## src/rtl/id_ex_hold_reg_pkg.sv

```systemverilog
// Shared constants and FSM state type for the ID/EX hold register.
package id_ex_hold_reg_pkg;
    localparam logic [31:0] NOP_INSTR      = 32'h0000_0000;
    localparam logic [31:0] PC_RESET_DEF   = 32'h0000_3000;
    localparam logic [31:0] PC_HANDLER_DEF = 32'h0000_4180;

    typedef enum logic {
        RUN  = 1'b0,
        HOLD = 1'b1
    } hold_state_e;
endpackage

```

## src/rtl/id_ex_hold_reg_sat_counter.sv

```systemverilog
// Saturating up-counter with synchronous clear; sticks at all-ones.
module sat_counter #(
    parameter int CNT_W = 32
) (
    input  logic             clk,
    input  logic             reset,
    input  logic             clr_i,
    input  logic             en_i,
    output logic [CNT_W-1:0] cnt_o
);
    logic [CNT_W-1:0] cnt_q;
    logic [CNT_W-1:0] cnt_d;

    always_comb begin
        cnt_d = cnt_q;
        if (clr_i) begin
            cnt_d = '0;
        end else if (en_i && (cnt_q != {CNT_W{1'b1}})) begin
            cnt_d = cnt_q + 1'b1;
        end
    end

    always_ff @(posedge clk) begin
        if (reset) begin
            cnt_q <= '0;
        end else begin
            cnt_q <= cnt_d;
        end
    end

    assign cnt_o = cnt_q;
endmodule

```

## src/rtl/id_ex_hold_reg.sv

```systemverilog
// ID/EX pipeline register: stall bubbles keep the stalled PC/BD, flush bubbles carry the handler PC.
// Hold_dbg mirrors the RUN/HOLD state for debug visibility.
module id_ex_hold_reg
    import id_ex_hold_reg_pkg::*;
#(
    parameter logic [31:0] PC_RESET   = PC_RESET_DEF,
    parameter logic [31:0] PC_HANDLER = PC_HANDLER_DEF,
    parameter int          CNT_W      = 32
) (
    input  logic             clk,
    input  logic             reset,
    input  logic             Stall,
    input  logic             Flush,
    input  logic [31:0]      Instr_ID,
    input  logic [31:0]      PC_ID,
    input  logic             BD_ID,
    input  logic [4:0]       RegA3_ID,
    input  logic [31:0]      RD1_ID,
    input  logic [31:0]      RD2_ID,
    input  logic [31:0]      Ext_ID,
    output logic             PC_en,
    output logic             IFID_en,
    output logic [31:0]      Instr_EX,
    output logic [31:0]      PC_EX,
    output logic             BD_EX,
    output logic [4:0]       RegA3_EX,
    output logic [31:0]      RD1_EX,
    output logic [31:0]      RD2_EX,
    output logic [31:0]      Ext_EX,
    output logic [CNT_W-1:0] StallEvt_cnt,
    output logic [CNT_W-1:0] StallCyc_cnt,
    output logic             Hold_dbg
);
    hold_state_e state_q, state_d;
    logic [31:0] instr_q, instr_d, pc_q, pc_d, rd1_q, rd1_d, rd2_q, rd2_d, ext_q, ext_d;
    logic        bd_q, bd_d;
    logic [4:0]  a3_q, a3_d;
    logic        stall_only;
    logic        evt_en;

    // A flush always wins, so a stall only takes effect when no flush is pending.
    assign stall_only = Stall & ~Flush;
    assign PC_en      = ~Stall | Flush;
    assign IFID_en    = ~Stall | Flush;

    always_comb begin
        instr_d = Instr_ID;
        pc_d    = PC_ID;
        bd_d    = BD_ID;
        a3_d    = RegA3_ID;
        rd1_d   = RD1_ID;
        rd2_d   = RD2_ID;
        ext_d   = Ext_ID;
        if (Flush) begin
            instr_d = NOP_INSTR;
            pc_d    = PC_HANDLER;
            bd_d    = 1'b0;
            a3_d    = 5'd0;
            rd1_d   = 32'h0;
            rd2_d   = 32'h0;
            ext_d   = 32'h0;
        end else if (Stall) begin
            instr_d = NOP_INSTR;
            a3_d    = 5'd0;
            rd1_d   = 32'h0;
            rd2_d   = 32'h0;
            ext_d   = 32'h0;
        end
    end

    always_comb begin
        state_d = RUN;
        evt_en  = 1'b0;
        if (stall_only) begin
            state_d = HOLD;
            evt_en  = (state_q == RUN);
        end
    end

    always_ff @(posedge clk) begin
        if (reset) begin
            state_q <= RUN;
            instr_q <= NOP_INSTR;
            pc_q    <= PC_RESET;
            bd_q    <= 1'b0;
            a3_q    <= 5'd0;
            rd1_q   <= 32'h0;
            rd2_q   <= 32'h0;
            ext_q   <= 32'h0;
        end else begin
            state_q <= state_d;
            instr_q <= instr_d;
            pc_q    <= pc_d;
            bd_q    <= bd_d;
            a3_q    <= a3_d;
            rd1_q   <= rd1_d;
            rd2_q   <= rd2_d;
            ext_q   <= ext_d;
        end
    end

    sat_counter #(.CNT_W(CNT_W)) u_evt_cnt (
        .clk   (clk),
        .reset (reset),
        .clr_i (1'b0),
        .en_i  (evt_en),
        .cnt_o (StallEvt_cnt)
    );

    sat_counter #(.CNT_W(CNT_W)) u_cyc_cnt (
        .clk   (clk),
        .reset (reset),
        .clr_i (1'b0),
        .en_i  (stall_only),
        .cnt_o (StallCyc_cnt)
    );

    assign Instr_EX = instr_q;
    assign PC_EX    = pc_q;
    assign BD_EX    = bd_q;
    assign RegA3_EX = a3_q;
    assign RD1_EX   = rd1_q;
    assign RD2_EX   = rd2_q;
    assign Ext_EX   = ext_q;
    assign Hold_dbg = (state_q == HOLD);
endmodule

```

## config.mk

```make
export PLATFORM = sky130hd
export DESIGN_NAME = id_ex_hold_reg
export DESIGN_NICKNAME = d
export VERILOG_FILES = /design/src/rtl/id_ex_hold_reg_pkg.sv /design/src/rtl/id_ex_hold_reg_sat_counter.sv /design/src/rtl/id_ex_hold_reg.sv
export SDC_FILE = /design/constraint.sdc
export NUM_CORES = 1
export LEC_CHECK = 0
export CAP_MARGIN = 5
export CORE_MARGIN = 8
export CORE_UTILIZATION = 39
export CTS_CLUSTER_DIAMETER = 150
export DETAILED_ROUTE_END_ITERATION = 7
export GPL_TIMING_DRIVEN = 1
export HOLD_SLACK_MARGIN = 0.15
export PLACE_DENSITY_LB_ADDON = 0.2
export SLEW_MARGIN = 40
export SYNTH_ARGS = -nofsm -noshare
export SYNTH_HDL_FRONTEND = slang
export SYNTH_SLANG_ARGS = --single-unit
export TNS_END_PERCENT = 5
```

## constraint.sdc

```tcl
create_clock -name clk -period 2.4 [get_ports clk]
set_input_delay 0.48 -clock clk [delete_from_list [all_inputs] [get_ports clk]]
set_output_delay 0.48 -clock clk [all_outputs]
set_load 0.01 [all_outputs]
```

==> reports/results.env <==
RUN_STATUS='finished, final reports clean'
DIE_W_UM=157
DP_CELLS=1428
ROOT_BUFFER='sky130_fd_sc_hd__clkbuf_16'
NUMBER_OF_ANTENNA_VIOLATIONS_AT_THE_FIRST_CHECK_IN_GLOBAL_ROUTING=9
PWR_DENSITY_CELL_nW_PER_UM2=636
CP_MAX_FO=35
SYNTH_COMPOUND_GATE_AREA_SHARE_PCT=9.02
RESIDUAL_DRC=0
HOLD_PATH_CLASS='input pin to flip-flop'
YOSYS-MUX-AREA-FRACTION_PCT=0.338
TRACK_USAGE_PCT=21.6
WORSTMARGINPINSLEW_PS=507
MULTI_INPUT_COMB_AREA_UM2=2940
POST_SYNTH_XOR_AREA_FRACTION_PCT=0.451
STARTING_DENSITY_OF_THE_CORE_PCT=39.8
R2R-END='u_evt_cnt.cnt_o[4]'
GRT_USE_MET2_PCT=38.6
DP_HPWL_UM=21900
SYNTHESIS.INSTANCES=762
GLOBAL_ROUTE.OVERFLOW_TOTAL=0
PRECTSSETUPSLACK_PS=-209
YOSYSMOSTFREQUENTCELL='sky130_fd_sc_hd__dfxtp_1'
DRT_WL_TOTAL_UM=27900
VIASPERCELL=4.79
POSTLAYOUTSETUPSLACKWORST_PS=151
FINAL_MIN_PERIOD_OVER_CLOCK_PERIOD_PCT=93.7
TIMING.CRITICAL_PATH.TO_TYPE='flip-flop'
SYNTHESIS.NETS=934
CTS_BUFFER_DEPTH=3
SYN_AVG_CELL_AREA_UM2=10.2
SYNTH_TOP_FAMILY_BY_AREA='simple AND/OR/NAND/NOR gates'
GRT_PASS1_WL_UM=41100
DRTANTENNAVIOLNETS=0
NUMBER_OF_HOLD_VIOLATIONS_IN_THE_FINAL_REPORT=0
WORST_EP_REQUIRED_TIME_PS=2780
SINKS_ON_CLOCK_NET=231
MIN_PATH_CELLS=2
ROUTEDWLPERCELL_UM=18.9
HOLD_PATH.STARTPOINT='reset'
SYNTH_FA_HA_AREA_SHARE_PCT=0.322
FINAL_NET_COUNT=1361
NETLIST_TOP_CELLS_COUNT='sky130_fd_sc_hd__dfxtp_1, sky130_fd_sc_hd__and2_1, sky130_fd_sc_hd__a21oi_1, sky130_fd_sc_hd__or3_1, sky130_fd_sc_hd__clkbuf_1'
DRV_SLEW=0
DRV.MAX_CAP_VIOLATION_COUNT=0
YOSYS_TOP_CELL_AREA_SHARE_PCT=59.6
CLKSLEWWORSTSETUPHOLDPATHS_PS=60
WORST_EP_ARRIVAL_TIME_PS=2630
ACHIEVABLE-FREQUENCY_GHz=0.445
FINAL.SETUP.TNS_PS=0
SETUP.WORST_PATH.START_CLASS='flip-flop'
YS_SEQ_AREA_SHARE_PCT=59.6
GRT_MAX_DEGREE=134
DETAILEDROUTE.FIRSTITERATIONVIOLATIONS=318
WORST-R2R-CELL-COUNT=6
YS_ASYNC_SR_FRACTION_PCT=0
NUMBER_OF_CLOCK_BUFFERS_INSERTED_BY_TRITONCTS=24
SYNTHESIS_STAGE_REGISTER_BIT_COUNT=231
COREAREA_UM2=19500
RSZ0062_AT_GRT='false'
UTILIZATION_OF_THE_CORE_AFTER_ROUTING_PCT=67.0
FILLCELLCOUNT=1556
AREA.SEQUENTIAL_UM2=4620
SHARE_OF_SYNTHESIZED_CELL_AREA_IN_AND_OR_NAND_AND_NOR_GATES_PCT=27.6
R2R-START='u_evt_cnt.cnt_o[26]'
TIMING.CLOCK.SKEW_PS=5.00
P_LEAK_nW=4.81
REGTOREGSETUPSLACK_PS=150
GRT_PASS1_VIAS=6883
FIRSTDRTPASSITERS=4
VIA_COUNT=7060
P_TOTAL_mW=8.32
GPL.FINAL_WEIGHTED_CONGESTION=0.839
IO-PIN-COUNT=403
DIE-HEIGHT_UM=157
MIN_TO='u_evt_cnt.cnt_o[24]'
SLEW_HEADROOM_PCT=66.1
TRITONCTS='yes'
SETUP_VIOL=0
NUMBER_OF_SYNTHESIZED_FLOPS_WITH_AN_ENABLE_PIN=0
SYNTH-MAIN-FF-CELL='sky130_fd_sc_hd__dfxtp_1'
GRT-BUSIEST-LAYER='met2'
GR-USAGE-MET3_PCT=10.6
PERIOD_NEEDED_PS=2250
SYNTH.AREA.TOP_CELLS='sky130_fd_sc_hd__dfxtp_1, sky130_fd_sc_hd__and2_1, sky130_fd_sc_hd__a21oi_1, sky130_fd_sc_hd__or3_1, sky130_fd_sc_hd__or4_1'
SYNTH.LIB_CELLS_USED.DISTINCT=46
DIEAREA_UM2=24700
FIN_CELLS=1474
MET1_CAPACITY_USAGE_DURING_GLOBAL_ROUTING_PCT=21.8
CORE.ROWCOUNT=51
SHARE_OF_LAYOUT_CELLS_ABOVE_DRIVE_STRENGTH_1_PCT=7.30
CLK-INSERTION-DELAY-LATE_PS=510
YS_WARN_COUNT=0
WORST_VDD_RAIL_IR_DROP_mV=0.500
HTREE_NUM_LEVELS=1
PATH_CLASS='flip-flop to flip-flop'
IO_BUFFER_COUNT=402
YOSYS.AREA.TOP_TYPE='sky130_fd_sc_hd__dfxtp_1'
AREA_GROWTH_SYN_TO_LAYOUT_PCT=68.5
SYN-CELL-AREA_UM2=7760
metrics by stage:
step	hold slack, ps	cell area (µm²)
2_1_floorplan	504	7760
3_3_place_gp	474	12300
3_5_place_dp	486	12300
4_1_cts	284	13100
5_1_grt	310	13100
6_report	302	13100
sequential cells by signal, summed over array words and instances (netlist names):
| signal | cells |
|---|---|
| u_cyc_cnt.cnt_o | 32 |
| Ext_EX | 32 |
| PC_EX | 32 |
| u_evt_cnt.cnt_o | 32 |
| Instr_EX | 32 |
| RD2_EX | 32 |
| Hold_dbg | 1 |
| RD1_EX | 32 |
| BD_EX | 1 |
| RegA3_EX | 5 |
per-layer routing:
| layer | wire (µm) | share of wire [%] |
|---|---|---|
| met2 | 14200 | 51 |
| met5 | 74 | 0.26 |
| met4 | 707 | 2.5 |
| met1 | 9710 | 35 |
| met3 | 3210 | 12 |
cell type report:
class / count / area share, %
Multi-Input combinational cell: 481 / 22.5
Clock inverter: 3 / 0.306
Antenna cell: 3 / 0.0574
Inverter: 8 / 0.229
Clock buffer: 40 / 5.75
Tap cell: 265 / 2.53
Timing Repair Buffer: 443 / 33.3
Sequential cell: 231 / 35.3
layout by cell type, fill, tap and decap left out, types with 3 or more instances in the layout:
cell type,n
sky130_fd_sc_hd__and3_1,6
sky130_fd_sc_hd__clkbuf_1,8
sky130_fd_sc_hd__o31ai_1,17
sky130_fd_sc_hd__or3_1,37
sky130_fd_sc_hd__or4_1,21
sky130_fd_sc_hd__inv_1,8
sky130_fd_sc_hd__clkbuf_16,25
sky130_fd_sc_hd__and4_1,10
sky130_fd_sc_hd__dfxtp_1,231
sky130_fd_sc_hd__buf_4,38
sky130_fd_sc_hd__nand4_1,19
sky130_fd_sc_hd__nor2_1,23
sky130_fd_sc_hd__diode_2,3
sky130_fd_sc_hd__and2_1,164
sky130_fd_sc_hd__clkdlybuf4s50_1,399
sky130_fd_sc_hd__nand2_1,28
sky130_fd_sc_hd__nor3_1,7
sky130_fd_sc_hd__buf_12,3
sky130_fd_sc_hd__clkbuf_8,7
sky130_fd_sc_hd__o21ai_1,12
sky130_fd_sc_hd__a21oi_1,55
sky130_fd_sc_hd__o21ai_0,24
sky130_fd_sc_hd__nand3_1,23
how the worst max path moves through the flow:
stage / startpoint / to / slack [ps] / cells past startpoint
after global routing: u_evt_cnt.cnt_o[26] / u_evt_cnt.cnt_o[4] / 20 / 6
after CTS: u_evt_cnt.cnt_o[15] / u_evt_cnt.cnt_o[31] / 140 / 5
final: u_evt_cnt.cnt_o[26] / u_evt_cnt.cnt_o[4] / 150 / 6
after detailed placement: Stall / u_evt_cnt.cnt_o[26] / -210 / 6
after global placement: Stall / u_evt_cnt.cnt_o[30] / -170 / 6
after floorplan: u_evt_cnt.cnt_o[25] / u_evt_cnt.cnt_o[31] / 220 / 6
worst max-delay path, cell delays in order (launching register included):
cell and delay [ps]:
sky130_fd_sc_hd__dfxtp_1 420, sky130_fd_sc_hd__nand4_1 200, sky130_fd_sc_hd__or4_4 620, sky130_fd_sc_hd__nor4_4 450, sky130_fd_sc_hd__buf_12 230, sky130_fd_sc_hd__or3_1 140
sky130_fd_sc_hd__a21oi_1 60
logic make-up after synthesis:
logic type / after synthesis
multiplexers: 2
flip-flops: 231
AO/OA/AOI/OAI: 121
AND/OR/NAND/NOR: 352
adder cells (fa/ha/maj): 2
XOR/XNOR: 4
buffers and inverters: 50
what timing repair did:
item / in CTS / in global routing
hold buffers: 0 / 0
buffers inserted: 0 / 0
setup endpoints to repair: 2 / 1
resized for setup: 2 / 1
cloned: 0 / 0
where the power goes:
part / internal (mW) / total (mW) / switching (mW) / leakage (nW)
clock: 2.23 / 3.70 / 1.47 / 0.390
combinational: 0.447 / 0.674 / 0.227 / 2.54
sequential: 3.92 / 3.95 / 0.0253 / 1.88
(Power assumes the default switching activity.)
